`src/rtl/dmem_stage_ctrl.sv`:
```
// Y86-64 memory-stage controller: decodes the M-stage memory op, checks the address and runs a req/ack RAM cycle.
// Optional: define DMEM_TIMEOUT_EN to abort a request that waits TIMEOUT cycles without ack.
module dmem_stage_ctrl #(
    parameter int MEM_BYTES = 65536
`ifdef DMEM_TIMEOUT_EN
    , parameter int TIMEOUT = 16
`endif
) (
    input  logic        clk,
    input  logic        rst_n,
    input  logic [3:0]  M_icode,
    input  logic [2:0]  M_stat,
    input  logic [63:0] M_valE,
    input  logic [63:0] M_valA,
    input  logic        W_stall,
    output logic [63:0] m_valM,
    output logic [2:0]  m_stat,
    output logic        m_stall,
    output logic        bus_req,
    output logic        bus_we,
    output logic [63:0] bus_addr,
    output logic [63:0] bus_wdata,
    input  logic        bus_ack,
    input  logic [63:0] bus_rdata,
    input  logic        bus_err
);

    localparam logic [2:0] STAT_AOK = 3'd1;
    localparam logic [2:0] STAT_ADR = 3'd3;

    typedef enum logic [1:0] {IDLE, REQ, DONE} state_t;

    state_t      state, stateNext;
    logic        isMem, isRead, memActive, addrOk;
    logic [63:0] opAddr;
    logic        startReq, badAddr, ackTake, timeoutHit;
    logic        readReg, errReg;
    logic [63:0] rdataReg;

`ifdef DMEM_TIMEOUT_EN
    logic [7:0]  waitCnt;
`endif

    // NOTE: every signal gets a default before the case so no path infers a latch.
    always_comb begin
        isMem  = 1'b0;
        isRead = 1'b0;
        opAddr = M_valE;
        case (M_icode)
            4'h5:             begin isMem = 1'b1; isRead = 1'b1; end
            4'h4, 4'hA, 4'h8: isMem = 1'b1;
            4'h9, 4'hB:       begin isMem = 1'b1; isRead = 1'b1; opAddr = M_valA; end
            default:          ;
        endcase
    end

    assign memActive = isMem && (M_stat == STAT_AOK);
    assign addrOk    = (opAddr[2:0] == 3'd0) && (opAddr < 64'(MEM_BYTES));

    always_ff @(posedge clk or negedge rst_n) begin
        if (!rst_n) state <= IDLE;
        else        state <= stateNext;
    end

    always_comb begin
        stateNext  = state;
        startReq   = 1'b0;
        badAddr    = 1'b0;
        ackTake    = 1'b0;
        timeoutHit = 1'b0;
        m_stall    = 1'b0;
        m_valM     = 64'd0;
        m_stat     = M_stat;
        case (state)
            IDLE: begin
                if (memActive) begin
                    m_stall = 1'b1;
                    if (addrOk) begin
                        stateNext = REQ;
                        startReq  = 1'b1;
                    end else begin
                        stateNext = DONE;
                        badAddr   = 1'b1;
                    end
                end
            end
            REQ: begin
                m_stall = 1'b1;
                if (bus_ack) begin
                    stateNext = DONE;
                    ackTake   = 1'b1;
                end
`ifdef DMEM_TIMEOUT_EN
                else if (waitCnt == 8'(TIMEOUT - 1)) begin
                    stateNext  = DONE;
                    timeoutHit = 1'b1;
                end
`endif
            end
            DONE: begin
                m_stat = errReg ? STAT_ADR : M_stat;
                m_valM = (readReg && !errReg) ? rdataReg : 64'd0;
                if (!W_stall) stateNext = IDLE;
            end
            default: stateNext = IDLE;
        endcase
        // Reset forces the pipeline-facing outputs low without waiting for a clock edge.
        if (!rst_n) begin
            m_stall = 1'b0;
            m_valM  = 64'd0;
            m_stat  = 3'd0;
        end
    end

    // NOTE: sequential state uses non-blocking assignments so every register samples pre-edge values.
    always_ff @(posedge clk or negedge rst_n) begin
        if (!rst_n) begin
            bus_req   <= 1'b0;
            bus_we    <= 1'b0;
            bus_addr  <= 64'd0;
            bus_wdata <= 64'd0;
            readReg   <= 1'b0;
            errReg    <= 1'b0;
            rdataReg  <= 64'd0;
        end else if (startReq) begin
            bus_req   <= 1'b1;
            bus_we    <= !isRead;
            bus_addr  <= opAddr;
            bus_wdata <= isRead ? 64'd0 : M_valA;
            readReg   <= isRead;
            errReg    <= 1'b0;
        end else if (badAddr) begin
            readReg   <= isRead;
            errReg    <= 1'b1;
        end else if (ackTake) begin
            bus_req   <= 1'b0;
            rdataReg  <= bus_rdata;
            errReg    <= bus_err;
        end else if (timeoutHit) begin
            bus_req   <= 1'b0;
            errReg    <= 1'b1;
        end
    end

`ifdef DMEM_TIMEOUT_EN
    always_ff @(posedge clk or negedge rst_n) begin
        if (!rst_n)                       waitCnt <= 8'd0;
        else if (startReq)                waitCnt <= 8'd0;
        else if (state == REQ && !bus_ack) waitCnt <= waitCnt + 8'd1;
    end
`endif

endmodule

```
`config.mk`:
```
export PLATFORM = sky130hd
export DESIGN_NAME = dmem_stage_ctrl
export DESIGN_NICKNAME = d
export VERILOG_FILES = /design/src/rtl/dmem_stage_ctrl.sv
export SDC_FILE = /design/constraint.sdc
export NUM_CORES = 1
export LEC_CHECK = 0
export ABC_AREA = 1
export BUFFER_PORTS_ARGS = -buffer_cell sky130_fd_sc_hd__buf_2
export CORE_AREA = 2 2 158 160
export DETAILED_ROUTE_END_ITERATION = 8
export DIE_AREA = 0 0 160 162
export MAX_ROUTING_LAYER = met4
export PLACE_DENSITY_LB_ADDON = 0.08
export SLEW_MARGIN = 10
export SYNTH_ARGS = -nofsm -noshare
export SYNTH_HDL_FRONTEND = slang
export SYNTH_SLANG_ARGS = --single-unit
```
`constraint.sdc`:
```
create_clock -name clk -period 3.4 [get_ports clk]
set_input_delay 0.68 -clock clk [delete_from_list [all_inputs] [get_ports clk]]
set_output_delay 0.68 -clock clk [all_outputs]
set_load 0.01 [all_outputs]
```
# Word level (Yosys, flattened, before mapping)
# Index checks and enable logic that the tools add are counted.
[classes] n_eq_ne=13 reduce_logical=16 bitwise_logic=2 n_lt_le_gt_ge=1 mux=34
[ops] cell="$mux W64" n=5
[ops] cell="$lt A64 B17 Y1 const B" n=1
[ops] cell="$mux W1" n=20
[ops] cell="$eq A4 B4 Y1 const B" n=4
[ops] cell="$mux W3" n=3
[ops] cell="$eq A4 B3 Y1 const B" n=2
[ops] cell="$mux W2" n=4
[ops] cell="$ne A2 B2 Y1 const B" n=4
[ops] cell="$pmux W2 S3" n=1
[ops] cell="$reduce_and A3 Y1" n=2
[ops] cell="$reduce_or A6 Y1" n=1
[ops] cell="$reduce_bool A2 Y1" n=2
[ops] cell="$eq A3 B1 Y1 const B" n=1
[ops] cell="$logic_and A1 B1 Y1" n=3
[ops] cell="$logic_not A3 Y1" n=1
[ops] cell="$reduce_bool A3 Y1" n=1
[ops] cell="$reduce_or A3 Y1" n=1
[ops] cell="$eq A2 B1 Y1 const B" n=1
[ops] cell="$eq A2 B2 Y1 const B" n=1
[ops] cell="$logic_not A1 Y1" n=2
[ops] cell="$logic_not A2 Y1" n=1
[ops] cell="$not A1 Y1" n=2
[ops] cell="$pmux W1 S2" n=1
[ops] cell="$reduce_and A2 Y1" n=1
[ops] cell="$reduce_or A2 Y1" n=1
[word_totals] word_cells=74 out_inout_bits=198 regBits=198 in_bits=204

# Longest topological paths before layout
# Gate-level depths: netlist of run 1.
[depth] depth_word=10 depth_mapped=17 mapped_depth_nobuf=13

# Worst setup path after synthesis of run 1
# Ideal clock, no wire load.
[synth_path] path_type="input to register" start="input port M_icode[3]" end="register bus_wdata[57]" arrival_time_ns=2.314 setup_ns=0.119 n_path_buf=5 required_time_ns=3.281 slack_ns=0.967 cell_stages=16 path_cell_list="buf_4 nand3_2 buf_4 buf_2 nand2_1 nand2_1 nor2_1 nand2_1 nor2_1 nand3_1 nor2_4 nand2_2 buf_6 buf_2 nand2_1 nand2_1"
[synth_via] elab_chain_len=8 word_cells_on_any_way=20 classes_between="order compare (1); eq/ne (6); mux (7); reduce/logical (6)"
[synth_rtl] element="start: declaration" line_no="11" text="input logic [3:0] M_icode,"
[synth_rtl] element="$eq A4 B4 Y1" line_no="49" text="case (M_icode)"
[synth_rtl] element="$reduce_or A2 Y1"
[synth_rtl] element="$mux W64" line_no="49"
[synth_rtl] element="$lt A64 B17 Y1 / $logic_not A3 Y1 (equally long branches)" line_no="58" text="assign addrOk = (opAddr[2:0] == 3'd0) && (opAddr < 64'(MEM_BYTES));"
[synth_rtl] element="$logic_and A1 B1 Y1" line_no="58"
[synth_rtl] element="$mux W1" line_no="78" text="if (addrOk) begin"
[synth_rtl] element="$mux W1" line_no="76" text="if (memActive) begin"
[synth_rtl] element="$mux W1" line_no="74" text="case (state)"
[synth_rtl] element="end signal: assignment" line_no="129" text="bus_wdata <= isRead ? 64'd0 : M_valA;"
[synth_rtl] element="end: declaration" line_no="22" text="output logic [63:0] bus_wdata,"
# Several ways; a longest one is shown, not always the timed one.
# A chain may end at the register's enable or synchronous reset.

# Worst setup path after layout of run 1
[layout_path] start="input port M_icode[3]" end="output port m_stall"
[layout_via] elab_chain_len=7 word_cells_on_any_way=12 classes_between="eq/ne (6); mux (4); reduce/logical (2)"
[layout_rtl] element="$eq A4 B4 Y1 / $eq A4 B3 Y1 (equally long branches)" line_no="49"
[layout_rtl] element="$reduce_or A6 Y1 (no line) *"
[layout_rtl] element="$mux W1 *" line_no="49"
[layout_rtl] element="$logic_and A1 B1 Y1 *" line_no="57" text="assign memActive = isMem && (M_stat == STAT_AOK);"
[layout_rtl] element="$mux W1 *" line_no="76"
[layout_rtl] element="$pmux W1 S2 *" line_no="74"
[layout_rtl] element="$mux W1 *" line_no="108" text="if (!rst_n) begin"
[layout_rtl] element="end: declaration" line_no="18" text="output logic m_stall,"
# Mark *: on every way between the ends. The rest lies on a longest branch, timed or not.

==> results.sh, run 1 <==
export IMPL_status="finished clean"
export IMPL_synth_edf_count=0
export IMPL_wl_per_cell_um=16.1
export IMPL_hold_violations=0
export IMPL_cts_hold_fix_buffers=0
export IMPL_drt_antenna_violating_nets=0
export IMPL_dp_hpwl_um=21600
export IMPL_grt_pass1_vias=8831
export IMPL_min_period_ps=2740
export IMPL_multi_input_area_um2=3570
export IMPL_io_pins=402
export IMPL_worstPathRequired_ps=2720
export IMPL_drv_cap=0
export IMPL_drc=0
export IMPL_cp_buffers_inverters=4
export IMPL_pre_cts_slack_ps=467
export IMPL_nFillCells=2558
export IMPL_cp_startpoint="M_icode[3]"
export IMPL_clkSinkCount=198
export IMPL_power_density_nw_per_um2=414
export IMPL_vias=9087
export IMPL_seq_area_um2=4950
export IMPL_holdWs_ps=143
export IMPL_design_area_um2=12200
export IMPL_syn_inst=1217
export IMPL_cts_tree="done"
export IMPL_die_w_um=160
export IMPL_drt_total_wl_um=30800
export IMPL_layout_setup_ws_ps=659
export IMPL_cp_depth=8
export IMPL_setup_violations_final=0
export IMPL_die_h_um=162
export IMPL_gp_congestion=0.864
export IMPL_path_cells="buf_2 > inv_2 > nor2_4 > a21oi_1 > inv_1 > nand3_1 > a21oi_1 > buf_2"
export IMPL_portBuffers=401
export IMPL_syn_avg_cell_area_um2=7.59
export IMPL_clk_latency_ps=440
export IMPL_synth_top_area_share_pct=53.6
export IMPL_utilization_pct=50.7
export IMPL_yosys_area_top_type="dfrtp_1"
export IMPL_synth_seq_cells=198
export IMPL_synthesis_nets=1421
export IMPL_grt_usage_pct=24.3
export IMPL_ys_flop_type="dfrtp_1"
export IMPL_start_util_pct=38.3
export IMPL_clockBufferDepth=2
export IMPL_netlist_area_um2=9240
export IMPL_htreeDepth=4
export IMPL_finalMaxSlewViolations=0
export IMPL_timing_rr_start="state[0]"
export IMPL_rows=57
export IMPL_finalCritPeriodShare_pct=80.6
export IMPL_crit_type="in2out"
export IMPL_rsz0062_at_grt="no"
export IMPL_ys_async_sr_fraction_pct=100
export IMPL_drive_above_1_share_pct=33.1
export IMPL_ir_drop_v=0.000248
export IMPL_cp_data_arrival_time_ps=2060
export IMPL_cpPeakStageDelay_ps=280
export IMPL_hold_path_class="in2async"
export IMPL_crit_family="buffers and inverters"
export IMPL_grt_max_degree=148
export IMPL_tightest_slew_ps=878
export IMPL_seq_area_frac_synth_pct=53.6
export IMPL_vias_per_cell=4.74
export IMPL_slowest_stage="nor2_4"
export IMPL_end_kind="output port"
export IMPL_p_leak_uw=0.00752
export IMPL_nNetsFinal=1779
export IMPL_antenna_found_initial=6
export IMPL_grt_pass1_wl_um=48100
export IMPL_cts_clk_slew_worst_paths_ps=90
export IMPL_yosys_top_cells_area="dfrtp_1, nand2_1, nand4_1"
export IMPL_max_freq_mhz=365
export IMPL_die_area_um2=25900
export IMPL_cts_root_buf="clkbuf_16"
export IMPL_fin_setup_tns_ps=0
export IMPL_r2r_cells=6
export IMPL_cts_setup_buffers=0
export IMPL_skew_ps=15.9
export IMPL_worst_setup_path_start_kind="input pin"
export IMPL_core_area_um2=24100
export IMPL_drt_initial_drc_count=676
export IMPL_synth_distinct_cells=23
export IMPL_firstDrtPassIters=6
export IMPL_cp_max_fo=15
export IMPL_grt_ovfl_total=0
export IMPL_cts_resized=0
export IMPL_yosysWarnings=0
export IMPL_numCtsBuffers=17
export IMPL_slew_limit_headroom_pct=41.5
export IMPL_dpl_cell_area_um2=11600
export IMPL_area_delta_synth_final_pct=32.3
-- through the flow --
step / instances / total power (µW)
5_1_grt: 1918 / 5280
4_1_cts: 1912 / 5120
6_report: 1918 / 5050
2_1_floorplan: 1217 / 2680
3_5_place_dp: 1880 / 2940
3_3_place_gp: 1880 / 2940
-- flip-flops by register name, summed over array words and instances, names as in the netlist --
register and count:
bus_addr 64, bus_wdata 64, rdataReg 64, state 2, bus_req 1, bus_we 1, errReg 1, readReg 1
-- worst paths after layout --
kind / to / slack [ps]
worst max-delay path: m_stall / 660
min in group clk: rdataReg[17] / 430
worst min register to register: bus_addr[33] / 470
worst min-delay path: rdataReg[21] / 140
worst max register to register: rdataReg[23] / 1590
max in group asynchronous: bus_wdata[24] / 2130
-- cell usage in the layout, fill, tap and decap left out --
cell and n:
nand2_1 583, inv_6 4, buf_12 8, a21oi_1 4, o22ai_1 1, clkbuf_8 2, diode_2 6, inv_1 49
nor2_1 89, inv_2 52, clkbuf_16 17, nor3_1 1, nand2_2 1, clkinv_8 4, mux2_2 13, inv_12 1
nand3_1 45, nand4_1 72, bufinv_16 1, buf_2 400, o21ai_1 10, nand3b_1 6, inv_8 4, dfrtp_1 198
nor2_4 4, nor3b_1 1, nand2_4 1, nand3_2 1, buf_4 12, o21ai_0 4
-- per-layer routing --
layer  global-route usage (%)  vias up  routed length [µm]
met1                     30.9     4236               13200
li1                         -     4470                   -
met5                        -        -                   0
met3                     5.34       52                2030
met4                     8.60        0                 897
met2                     38.6      329               14800
-- kinds of logic after synthesis --
| logic type | Yosys count | synth area share (%) |
|---|---|---|
| AND/OR/NAND/NOR | 804 | 35.8 |
| flip-flops | 198 | 53.6 |
| buffers and inverters | 183 | 7.98 |
| AO/OA/AOI/OAI | 19 | 1.04 |
| multiplexers | 13 | 1.58 |
-- power by group --
part | internal (µW) | switching [µW] | leakage (µW) | total [µW]
Combinational | 173 | 264 | 0.00453 | 437
Clock | 1100 | 1070 | 0.000308 | 2170
Sequential | 2420 | 34.2 | 0.00269 | 2450
-- final cells by class --
cell class,count,area share (%)
sequential,198,40.5
inverter,101,3.10
timing repair buffer,421,18.5
clock buffer,18,3.59
clock inverter,14,1.57
multi-input combinational,836,29.2
antenna,6,0.123
tap,324,3.32
-- cell usage after synthesis, drive strengths merged (4+ instances only) --
library cell and number:
dfrtp 198, nand2 585, o21ai 14, nand4 72
nor2 93, nand3b 6, clkbuf 40, a21oi 4
nand3 46, buf 42, inv 101, mux2 13
Power figures use the tool's default switching activity.
==> run 2: changes to the inputs <==
Settings changed: CORE_AREA 2 2 158 160 to 2 2 155 157, DIE_AREA 0 0 160 162 to 0 0 157 159.
Clock period 3.4 ns to 2.87 ns, I/O delays scaled along.
==> run 2 against run 1 <==
  * Setup slack worse by 240 ps
  * Utilization is 2.1 points higher
  * Sequential power is 19% higher
  * First-iteration DRC count is 3.0% lower
  * Worst hold slack improved by 120 ps
  * Sequential cell count did not move
  * Via count increased by 0.20%
==> results.sh, run 2 (synthesized netlist as in run 1, its figures left out) <==
export IMPL_status="finished clean"
export IMPL_clockBufferDepth=2
export IMPL_drt_antenna_violating_nets=0
export IMPL_cp_startpoint="M_icode[3]"
export IMPL_hold_path_class="in2async"
export IMPL_crit_family="buffers and inverters"
export IMPL_slowest_stage="a21oi_1"
export IMPL_cts_setup_buffers=0
export IMPL_htreeDepth=4
export IMPL_skew_ps=13.8
export IMPL_hold_violations=0
export IMPL_nNetsFinal=1791
export IMPL_finalMaxSlewViolations=0
export IMPL_rsz0062_at_grt="no"
export IMPL_gp_congestion=0.881
export IMPL_die_h_um=159
export IMPL_mostFrequentLayoutCells="nand2_1, buf_2, dfrtp_1"
export IMPL_core_area_um2=23200
export IMPL_numCtsBuffers=17
export IMPL_drt_initial_drc_count=656
export IMPL_max_freq_mhz=408
export IMPL_cp_data_arrival_time_ps=1880
export IMPL_crit_type="in2out"
export IMPL_worst_setup_path_start_kind="input pin"
export IMPL_tightest_slew_ps=783
export IMPL_reg2reg_to="bus_wdata[1]"
export IMPL_grt_ovfl_total=0
export IMPL_design_area_um2=12200
export IMPL_fin_setup_tns_ps=0
export IMPL_min_period_ps=2450
export IMPL_portBuffers=401
export IMPL_setup_violations_final=0
export IMPL_p_leak_uw=0.00755
export IMPL_cts_root_buf="clkbuf_16"
export IMPL_power_density_nw_per_um2=480
export IMPL_grt_pass1_wl_um=47900
export IMPL_vias=9105
export IMPL_ir_drop_v=0.000307
export IMPL_clk_latency_ps=440
export IMPL_die_area_um2=25000
export IMPL_drt_total_wl_um=30800
export IMPL_rows=56
export IMPL_wl_per_cell_um=16.0
export IMPL_cpPeakStageDelay_ps=270
export IMPL_timing_rr_start="state[0]"
export IMPL_clkSinkCount=198
export IMPL_drive_above_1_share_pct=33.4
export IMPL_firstDrtPassIters=5
export IMPL_cts_clk_slew_worst_paths_ps=80
export IMPL_utilization_pct=52.8
export IMPL_slew_limit_headroom_pct=47.8
export IMPL_cp_max_fo=18
export IMPL_dp_hpwl_um=22100
export IMPL_r2r_cells=6
export IMPL_drv_cap=0
export IMPL_die_w_um=157
export IMPL_antenna_found_initial=7
export IMPL_path_cells="buf_2 > inv_2 > nor2_4 > buf_4 > a21oi_1 > inv_1 > nand3_1 > a21oi_1 > buf_2"
export IMPL_end_kind="output port"
export IMPL_dp_cells=1885
export IMPL_io_pins=402
export IMPL_rrSetupSlack_ps=1070
export IMPL_start_util_pct=39.8
export IMPL_cp_buffers_inverters=5
export IMPL_grt_max_degree=65
export IMPL_reg_top3="bus_addr x64, bus_wdata x64, rdataReg x64"
export IMPL_grt_pass1_vias=8878
export IMPL_dpl_cell_area_um2=11600
export IMPL_area_delta_synth_final_pct=32.5
export IMPL_drc=0
export IMPL_cts_tree="done"
export IMPL_layout_commonest_cell="nand2_1"
export IMPL_layout_cells_non_filler=1926
export IMPL_finalCritPeriodShare_pct=85.4
export IMPL_grt_usage_pct=25.2
export IMPL_worstPathRequired_ps=2300
export IMPL_vias_per_cell=4.73
[run 2: metal layers]
metal | up-vias | part of all wire, % | track usage, % | wire length, µm
met3 | 44 | 6.9 | 6.23 | 2130
met4 | 0 | 2.5 | 8.17 | 764
met1 | 4248 | 42 | 30.7 | 12900
met5 | - | 0 | - | 0
li1 | 4489 | - | - | -
met2 | 324 | 49 | 41.0 | 15000
[run 2: worst max path at each step]
stage / to / slack [ps] / cells past startpoint
2_1_floorplan: bus_wdata[57] / 540 / 16
5_1_grt: m_stall / 290 / 9
6_report: m_stall / 420 / 9
4_1_cts: m_stall / 380 / 9
3_3_place_gp: bus_wdata[14] / 200 / 15
3_5_place_dp: bus_wdata[15] / 150 / 15
[run 2: cell type report]
type	count	area [µm²]
diodes	7	17.5
clock buffers	19	443
clock inverters	13	159
fillers	2326	10900
inverters	101	379
multi-input cells	836	3570
flip-flops and latches	198	4950
well taps	319	399
repair buffers	433	2320
[run 2: where the power goes]
group / internal, µW / switching, µW / leakage (µW) / total (µW)
Combinational: 209 / 317 / 0.00457 / 525
Clock: 1270 / 1180 / 0.000291 / 2450
Sequential: 2860 / 40.7 / 0.00269 / 2910
Total: 4350 / 1530 / 0.00755 / 5880
[run 2: what timing repair did]
action / 4_1_cts / 5_1_grt
resized for setup: 0 / 0
endpoints found under the hold margin: 13 / 0
hold buffers: 2 / 0
[run 2: stage by stage]
step                worst slack [ps]  hold slack [ps]  power [µW]
global placement                 196              445        3480
floorplan                        543              278        3180
CTS                              383              259        5950
global route                     290              289        6130
detailed placement               148              452        3490
finish                           420              265        5880
==> run 3: changes to the inputs <==
Settings changed: PLACE_DENSITY set to 0.69, PLACE_DENSITY_LB_ADDON 0.08 to unset.
==> run 3 against run 2 <==
  * Largest power group unchanged
  * Worst hold slack improved by 76 ps
  * First-iteration DRC count grew 15%
  * Count of clock-buffer cells in the layout down 2
  * Via count is 1.8% higher
  * Die area did not move
  * Highest routed layer unchanged
  * Clock skew is 0.72 ps lower
==> results.sh, run 3 (synthesized netlist as in run 1, its figures left out) <==
export IMPL_finalMaxSlewViolations=0
export IMPL_combPwrFrac_pct=8.8
export IMPL_p_int_uw=4260
export IMPL_portBuffers=401
export IMPL_area_delta_synth_final_pct=32.0
export IMPL_mostFrequentLayoutCells="nand2_1, buf_2, dfrtp_1"
export IMPL_rsz0062_at_grt="no"
export IMPL_layout_commonest_cell="nand2_1"
export IMPL_drive_above_1_share_pct=33.0
export IMPL_swShare_pct=27.6
export IMPL_fin_setup_tns_ps=0
export IMPL_worstPathRequired_ps=2300
export IMPL_grt_pass1_wl_um=46500
export IMPL_reg2reg_to="bus_addr[12]"
export IMPL_die_w_um=157
export IMPL_end_kind="output port"
export IMPL_antenna_found_initial=3
export IMPL_ir_drop_v=0.000305
export IMPL_crit_end="m_valM[16]"
export IMPL_crit_family="buffers and inverters"
export IMPL_r2r_cells=6
export IMPL_power_switching_uw=1620
export IMPL_status="finished clean"
export IMPL_min_period_ps=2730
export IMPL_nFillCells=2270
export IMPL_cp_buffers_inverters=4
export IMPL_holdWs_ps=341
export IMPL_grt_ovfl_total=0
export IMPL_utilization_pct=52.6
export IMPL_cp_max_fo=64
export IMPL_die_h_um=159
export IMPL_worst_setup_path_start_kind="input pin"
export IMPL_hold_violations=0
export IMPL_firstDrtPassIters=5
export IMPL_multi_input_area_um2=3570
export IMPL_gp_congestion=0.975
export IMPL_seq_area_um2=4950
export IMPL_p_leak_uw=0.00751
export IMPL_setup_violations_final=0
export IMPL_io_pins=402
export IMPL_grt_pass1_vias=8724
export IMPL_vias_per_cell=4.85
export IMPL_timing_rr_start="state[0]"
export IMPL_clkSinkCount=198
export IMPL_max_freq_mhz=367
export IMPL_design_area_um2=12200
export IMPL_finalCritPeriodShare_pct=95.0
export IMPL_wl_per_cell_um=15.7
export IMPL_htreeDepth=4
export IMPL_drt_initial_drc_count=757
export IMPL_dp_hpwl_um=21400
export IMPL_slew_limit_headroom_pct=38.0
export IMPL_cts_tree="done"
export IMPL_skew_ps=13.1
export IMPL_cp_data_arrival_time_ps=2150
export IMPL_dpl_cell_area_um2=11600
export IMPL_start_util_pct=39.8
export IMPL_drt_antenna_violating_nets=0
export IMPL_nNetsFinal=1779
export IMPL_rows=56
export IMPL_power_frac_seq_pct=49.4
export IMPL_cp_depth=6
export IMPL_vias=9272
export IMPL_path_cells="dlygate4sd3_1 > clkbuf_8 > nand3b_1 > buf_12 > nor2_1 > buf_2"
export IMPL_numCtsBuffers=17
export IMPL_core_area_um2=23200
export IMPL_crit_type="in2out"
export IMPL_drt_total_wl_um=29900
export IMPL_reg_top3="bus_addr x64, bus_wdata x64, rdataReg x64"
export IMPL_clkPwrFrac_pct=41.7
export IMPL_rrSetupSlack_ps=1230
export IMPL_die_area_um2=25000
export IMPL_drv_cap=0
export IMPL_drc=0
export IMPL_power_uw=5890
export IMPL_grt_usage_pct=24.3
export IMPL_tightest_slew_ps=930
export IMPL_slowest_stage="dlygate4sd3_1"
export IMPL_power_density_nw_per_um2=482
export IMPL_cpPeakStageDelay_ps=600
export IMPL_hold_path_class="in2reg"
export IMPL_clk_latency_ps=430
export IMPL_cts_clk_slew_worst_paths_ps=80
export IMPL_clockBufferDepth=2
export IMPL_cts_root_buf="clkbuf_16"
export IMPL_grt_max_degree=93
export IMPL_cp_startpoint="rst_n"
run 3: routing by layer:
metal | up-vias | track usage, % | routed length, µm
met3 | 72 | 5.01 | 2060
met1 | 4332 | 31.8 | 12500
met4 | 0 | 11.3 | 1240
met5 | - | - | 0
li1 | 4462 | - | -
met2 | 406 | 36.4 | 14100
run 3: through the flow:
stage | worst slack [ps] | std cells
2_1_floorplan | 543 | 1217
3_3_place_gp | 229 | 1874
3_5_place_dp | 205 | 1874
4_1_cts | 189 | 1907
5_1_grt | 126 | 1910
6_report | 143 | 1910
run 3: area by class of cell:
type	count	area share, %
antenna	3	0.0615
multi-input combinational	836	29.3
inverter	101	3.11
tap	319	3.27
clock inverter	15	1.49
timing repair buffer	421	18.7
sequential	198	40.6
clock buffer	17	3.49
run 3: worst reg2reg max path, stage by stage, from the launching register on:
cell and delay, ps:
dfrtp_1 430, nor2_1 140, nand3_1 200, inv_2 190, buf_4 320, nand3_1 190, nand2_1 110
run 3: power by group through the flow:
| stage | logic, µW | registers [µW] | clock network, µW |
|---|---|---|---|
| 6_report | 521 | 2910 | 2460 |
| 5_1_grt | 585 | 2920 | 2640 |
| 4_1_cts | 523 | 2910 | 2520 |
| 3_5_place_dp | 521 | 2960 | 0 |
| 3_3_place_gp | 514 | 2960 | 0 |
| 2_1_floorplan | 229 | 2950 | 0 |
run 3: worst min-delay path by stage:
stage	depth (start not counted)	slack, ps	from	to
floorplan	0	280	rst_n	bus_addr[0]
global placement	1	420	rst_n	bus_addr[63]
detailed placement	1	420	rst_n	bus_addr[63]
CTS	3	320	bus_rdata[17]	rdataReg[17]
global route	3	320	bus_rdata[58]	rdataReg[58]
finish	3	340	bus_rdata[19]	rdataReg[19]
run 3: what timing repair did:
| action | 4_1_cts | 5_1_grt |
|---|---|---|
| hold endpoints to repair | 10 | 0 |
| resized for setup | 0 | 0 |
| setup buffers | 0 | 0 |
| hold buffers | 1 | 0 |
